**src/rtl/nios_system_sysid_watchdog.sv**
```systemverilog
// rtl/nios_system_sysid_watchdog.sv - counts consecutive stall cycles, flags when LIMIT is reached
module nios_system_sysid_watchdog #(
    parameter int LIMIT = 255
) (
    input  logic clock,
    input  logic reset_n,
    input  logic clear,
    input  logic count_en,
    output logic expired
);

    logic [15:0] count;

    always_ff @(posedge clock or negedge reset_n) begin
        if (!reset_n) begin
            count <= '0;
        end else if (clear) begin
            count <= '0;
        end else if (count_en) begin
            count <= count + 16'd1;
        end
    end

    // Fires on the LIMIT-th stall cycle itself so the FSM leaves on that edge.
    assign expired = count_en && (count == 16'(LIMIT - 1));

endmodule

```
**config.mk**
```make
export PLATFORM = sky130hd
export DESIGN_NAME = nios_system_sysid_watchdog
export DESIGN_NICKNAME = d
export VERILOG_FILES = /design/src/rtl/nios_system_sysid_watchdog.sv
export SDC_FILE = /design/constraint.sdc
export NUM_CORES = 1
export LEC_CHECK = 0
export CAP_MARGIN = 30
export CORE_MARGIN = 3
export CORE_UTILIZATION = 45
export DETAILED_ROUTE_END_ITERATION = 12
export PLACE_DENSITY = 0.65
export SLEW_MARGIN = 40
export SYNTH_ARGS = -nofsm -noshare
export SYNTH_HDL_FRONTEND = slang
export SYNTH_SLANG_ARGS = --single-unit
```
**constraint.sdc**
```tcl
create_clock -name clock -period 1.31 [get_ports clock]
set_input_delay 0.262 -clock clock [delete_from_list [all_inputs] [get_ports clock]]
set_output_delay 0.262 -clock clock [all_outputs]
set_load 0.02 [all_outputs]
```
==> impl_metrics.ini, run 1 <==
[run_status]
outcome = complete, but fails checks
violations = setup timing

[floorplanning]
rows = 15
core_area_sq_mm = 0.00176
die_h_um = 49.8
ios = 5
die-area_sq_mm = 0.00248
start_util_pct = 49.0
die_w_um = 49.8

[setup_path]
end_kind = output pin
cp_max_fo = 2
crit_arrival_ns = 1.60
worst-path-buf-inv = 2
reg2reg_to = count[8]$_DFFE_PN0P_
rrSetupSlack_ns = -0.33
worstSetupStartpointType = flop
worst_path_max_delay_cell = dfrtp_1
critPathMaxStageDelay_ns = 0.40
path_cells = inv_1 -> ha_1 -> nor4bb_4 -> nand4_1 -> nor3_4 -> buf_6
reg2reg_depth = 7
path_delay_family = simple AND/OR/NAND/NOR gates
worstSetupPathType = flop to output pin
required_ns = 1.05
r2r-start = count[0]$_DFFE_PN0P_

[pwr]
vdd_drop_max_mv = 0.521
p_int_w = 0.000726
power.switching_w = 0.000241
switching_share_pct = 24.9
seq_power_share_pct = 52.2
leakagePower_nw = 0.684
power_w = 0.000967
powerDensity_mw_per_mm2 = 671
pwr-share-comb_pct = 12.2
power_frac_clock_pct = 35.6

[clock_network]
clk_latency_ns = 0.30
path_clk_slew_ns = 0.10
htree_num_levels = 1
cts_buffers = 3
cts-root-buf = clkbuf_4
cts_tree = yes
cts_sinks = 16
cts.path.max_buffers = 2

[synth]
syn_avg_cell_area_sq_um = 9.61
syn_inst = 90
ys_ff_latch = 16
yosysSeqAreaShare_pct = 46.3
syn_area_sq_um = 865
syn_nets = 96
ys_warn_count = 0
yosysUniqueCellTypes = 27

[sta]
finalCriticalPeriod_ns = 1.87
fin_ws_ns = -0.555
setup_violations = 12
hold_viol = 0
skew_ns = 0.00188
worst_slew_pin_slew_ns = 0.280
finalCritPeriodShare_pct = 142
slew_violations = 0
rsz0062_at_grt = true
max_freq_mhz = 536
slew_headroom_pct = 81.3

[flow_run]
max-cap-violations = 0

[final_layout]
largest_reg_flops = 16
area_delta_synth_final_pct = 66.7
antenna_cells = 0
layout.nets = 136
fillers = 110
multiInputGateArea_sq_um = 619
drive_gt1_share_pct = 51.2
top_register = count
register_area_sq_um = 400
reg.largest.list = count x16

[routing]
drtIter0Drc = 9
drt-total-wl_mm = 2.54
wl_per_cell_um = 16.5
drt-pass1-iter-count = 4
viasPerCell = 5.37
via_count = 827
antenna_left = 0
route.detailed.drc = 0

[placement]
place_hpwl_mm = 1.33
post-place-ws_ns = -0.876
numPortBuffers = 4
gp_congestion = 0.803

[global_route]
antenna_found_initial = 0
track_usage_pct = 20.6
grt_pass1_wl_mm = 3.73
grt_max_degree = 17
first_global_vias = 806
overflow = 0

[hold_path]
hold_class = input port to asynchronous set/reset pin
[stage by stage]
step                      utilization [%]  std cells  hold slack, ns  setup TNS [ns]  cell area (sq um)
final                                81.7        154           0.277           -2.11               1440
after global routing                 81.7        154           0.292           -3.10               1440
after CTS                            72.1        149           0.274          -0.995               1270
after detailed placement             64.2        139           0.560           -5.28               1130
after global placement               64.2        139           0.549           -5.07               1130
after floorplan                         -         90         -0.0336          -0.307                905
[worst reg2reg max path, cell delays in order, from the launching register on]
cell	delay [ns]
dfrtp_1	0.37
buf_4	0.12
buf_6	0.11
ha_4	0.14
o2111ai_4	0.15
buf_6	0.18
or3_1	0.33
a21oi_1	0.17
[power by group through the flow]
stage | registers (W) | logic [W] | clock network, W
global route | 0.000506 | 0.000129 | 0.000370
global placement | 0.000514 | 0.0000832 | 0
detailed placement | 0.000514 | 0.0000851 | 0
finish | 0.000505 | 0.000118 | 0.000344
CTS | 0.000504 | 0.0000943 | 0.000356
floorplan | 0.000518 | 0.0000340 | 0
[layer usage]
layer	vias to the layer above	routed length, um	global-route usage (%)
met1	420	1080	24.8
met3	7	65	6.04
met5	-	0	0
li1	390	-	-
met4	0	55	6.91
met2	10	1340	34.8
[layout by cell type, fill, tap and decap left out, drive strengths merged, types with 3 or more instances in the layout]
master / instances
nand3: 3
nand2: 4
inv: 4
clkbuf: 4
xnor2: 8
a21oi: 3
buf: 35
nor2: 16
nor4: 3
dfrtp: 16
nand4: 5
nor3: 6
[Yosys cell counts]
cell type	number	area, sq um
dfrtp_1	16	400
nor2_1	16	60.1
xnor2_1	8	70.1
nor3_1	6	30.0
inv_1	5	18.8
nand2_1	4	15.0
nand4_1	4	25.0
a21oi_1	3	15.0
nand3_1	3	15.0
ha_1	2	25.0
mux2_2	2	22.5
nor2b_1	2	12.5
nor4_1	2	12.5
o21ai_0	2	10.0
or3_1	2	12.5
xor2_1	2	17.5
a211oi_1	1	7.51
a31o_2	1	8.76
buf_2	1	5.00
buf_4	1	7.51
clkbuf_1	1	3.75
nand4_2	1	12.5
nor4_2	1	12.5
nor4bb_1	1	10.0
o2111ai_2	1	15.0
o211ai_2	1	12.5
or4_1	1	7.51
[worst max-delay path by stage]
stage | startpoint | to | cells after the start
2_1_floorplan | count[14]$_DFFE_PN0P_ | expired | 2
3_3_place_gp | count_en | expired | 5
3_5_place_dp | count_en | expired | 5
4_1_cts | count[14]$_DFFE_PN0P_ | expired | 3
5_1_grt | count[0]$_DFFE_PN0P_ | expired | 6
6_report | count[0]$_DFFE_PN0P_ | expired | 6
[area by class of cell]
cell class | count | share of cell area, %
multi-input combinational | 66 | 43.0
sequential | 16 | 27.8
timing repair buffer | 38 | 23.0
clock buffer | 4 | 2.52
tap | 25 | 2.17
inverter | 5 | 1.56
[kinds of logic (layout without fill, tap and decap cells)]
family                   after synthesis  in the layout  synth area share (%)
XOR/XNOR                              10             10                  10.1
AO/OA/AOI/OAI                          9              9                  7.96
flip-flops                            16             16                  46.3
AND/OR/NAND/NOR                       43             43                  26.0
multiplexers                           2              2                  2.60
adder cells (fa/ha/maj)                2              2                  2.89
buffers and inverters                  8             47                  4.05
[what timing repair did]
item,in CTS,in global routing
gates cloned,0,0
pin swaps,7,12
hold buffers,0,0
buffers inserted,6,5
setup endpoints to repair,12,13
resized for setup,20,25
Note: power is estimated with default switching activity, not from simulation.
==> run 2: changes to the inputs <==
ABC_AREA = 1   (was not set)
CORE_UTILIZATION = 34   (was 45)
DONT_BUFFER_PORTS = 1   (was not set)
PLACE_DENSITY = not set   (was 0.65)
==> impl_metrics.ini, run 2 <==
[run_status]
outcome = complete, but fails checks
violations = setup timing

[synth]
synth_top_area_share_pct = 41.3
syn_avg_cell_area_sq_um = 7.28
synth_area_leaders = dfrtp_1 41%, nand2_1 13%, nor2_1 12%
ys_ff_latch = 16
synth_ff_type = dfrtp_1
ys_warn_count = 0
syn_nets = 139
syn_inst = 133
synth-edff-count = 0
yosysUniqueCellTypes = 20
yosysTopAreaCell = dfrtp_1
ys_top_cells_by_count = 33 x nand2_1, 30 x nor2_1, 16 x dfrtp_1
syn_area_sq_um = 968
synthArstFlopShare_pct = 100
synth_most_common_cell = nand2_1
yosysSeqAreaShare_pct = 41.3

[routing]
antenna_left = 0
drt-total-wl_mm = 2.54
viasPerCell = 5.11
wl_per_cell_um = 13.5
via_count = 966
drtIter0Drc = 43
drt-pass1-iter-count = 5
route.detailed.drc = 0

[floorplanning]
die-area_sq_mm = 0.00352
die_w_um = 59.4
core_area_sq_mm = 0.00259
start_util_pct = 37.4
rows = 18
ios = 5
die_h_um = 59.4

[setup_path]
cp_max_fo = 2
r2r-start = count[0]$_DFFE_PN0P_
worstSetupPathType = flop to output pin
reg2reg_depth = 11
reg2reg_to = count[10]$_DFFE_PN0P_
worstSetupStartpointType = flop
crit_arrival_ns = 1.27
end_kind = output pin
rrSetupSlack_ns = -0.12
required_ns = 1.05

[sta]
fin_ws_ns = -0.225
slew_violations = 0
rsz0062_at_grt = true
worst_slew_pin_slew_ns = 0.718
max_freq_mhz = 652
slew_headroom_pct = 52.0
hold_viol = 0
finalCriticalPeriod_ns = 1.53
finalCritPeriodShare_pct = 117
setup_violations = 7
final.setup.tns_ns = -0.515
skew_ns = 0.0163

[pwr]
powerDensity_mw_per_mm2 = 723
leakagePower_nw = 0.595
seq_power_share_pct = 52.6
vdd_drop_max_mv = 0.792
switching_share_pct = 24.5
pwr-share-comb_pct = 12.7
power.switching_w = 0.000237
power_frac_clock_pct = 34.7
p_int_w = 0.000729

[hold_path]
worstHoldEndpoint = count[1]$_DFFE_PN0P_
holdPathStages = 1
hold_class = input port to flop
hold_path_startpoint = clear

[global_route]
first_global_vias = 904
overflow = 0
antenna_found_initial = 0
grt_max_degree = 17
grt_util_met3_pct = 5.01
met1_usage_pct = 18.6
grt_use_met2_pct = 23.7
grt_busiest_layer = met2
grt_pass1_wl_mm = 3.94
track_usage_pct = 15.0

[flow_run]
max-cap-violations = 0

[final_layout]
fin_cells = 189
layout.nets = 166
utilization_pct = 51.6
reg.largest.list = count x16
drive_gt1_share_pct = 39.6
area_delta_synth_final_pct = 38.0
antenna_cells = 0
fillers = 245
largest_reg_flops = 16
top_register = count
final_common_cell = nand2_1
fin_area_sq_mm = 0.00134
final_cell_mix = 27 x nand2_1, 26 x nor2_1, 19 x buf_4

[clock_network]
cts-root-buf = clkbuf_4
clk_latency_ns = 0.29
cts.path.max_buffers = 2
htree_num_levels = 1
path_clk_slew_ns = 0.09
cts_sinks = 16
cts_buffers = 3
cts_tree = yes

[placement]
gp_congestion = 0.835
numPortBuffers = 0
dp_cells = 167
dpl_cell_area_sq_mm = 0.00104
place_hpwl_mm = 1.61
post-place-ws_ns = -0.0280
run 2: area by class of cell:
class                           instances  area [sq um]  share of cell area (%)
Clock buffer                            4          36.3                    2.72
Inverter                               14          57.6                    4.31
Multi-Input combinational cell        102           616                    46.1
Sequential cell                        16           403                    30.1
Tap cell                               30          37.5                    2.81
Timing Repair Buffer                   23           186                    14.0
run 2: power by group through the flow:
stage	clock network [W]	logic [W]	registers, W
after floorplan	0	0.0000338	0.000519
after global placement	0	0.0000427	0.000520
after detailed placement	0	0.0000436	0.000521
after CTS	0.000342	0.0000805	0.000507
after global routing	0.000376	0.000134	0.000510
final	0.000335	0.000123	0.000509
run 2: critical path, stage by stage (launching register included):
cell and delay [ns]:
dfrtp_1 0.40, inv_2 0.09, ha_4 0.12, nand4_1 0.12, nor2_1 0.12, buf_4 0.15
run 2: cells by family after synthesis:
group	Yosys count	synth area share, %
adder cells (fa/ha/maj)	2	2.58
flip-flops	16	41.3
AO/OA/AOI/OAI	13	7.62
AND/OR/NAND/NOR	87	42.2
buffers and inverters	15	6.20
run 2: through the flow:
| stage | power (W) | hold WS, ns |
|---|---|---|
| final | 0.000967 | 0.0710 |
| after global routing | 0.00102 | 0.0563 |
| after CTS | 0.000930 | 0.0653 |
| after detailed placement | 0.000564 | -0.0332 |
| after global placement | 0.000563 | -0.0332 |
| after floorplan | 0.000553 | -0.0336 |
run 2: worst max path at each step:
stage | cells after the start | slack [ns] | startpoint | end
floorplan | 4 | 0.04 | count[4]$_DFFE_PN0P_ | expired
global placement | 8 | -0.004 | count[1]$_DFFE_PN0P_ | count[12]$_DFFE_PN0P_
detailed placement | 8 | -0.03 | count[1]$_DFFE_PN0P_ | count[12]$_DFFE_PN0P_
CTS | 5 | -0.20 | count[0]$_DFFE_PN0P_ | expired
global route | 5 | -0.32 | count[7]$_DFFE_PN0P_ | expired
finish | 5 | -0.22 | count[0]$_DFFE_PN0P_ | expired
run 2: per-layer routing:
layer / routed length [um] / vias to the layer above
met3: 140 / 4
met1: 1120 / 466
met2: 1250 / 27
met5: 0 / -
li1: - / 469
met4: 29 / 0
run 2: timing repair:
action                                  in CTS  in global routing
setup buffers                               11                  6
hold buffers                                 1                  0
endpoints found under the setup margin       6                 11
pin swaps                                    3                 18
endpoints found under the hold margin       16                  0
resized for setup                           10                 29
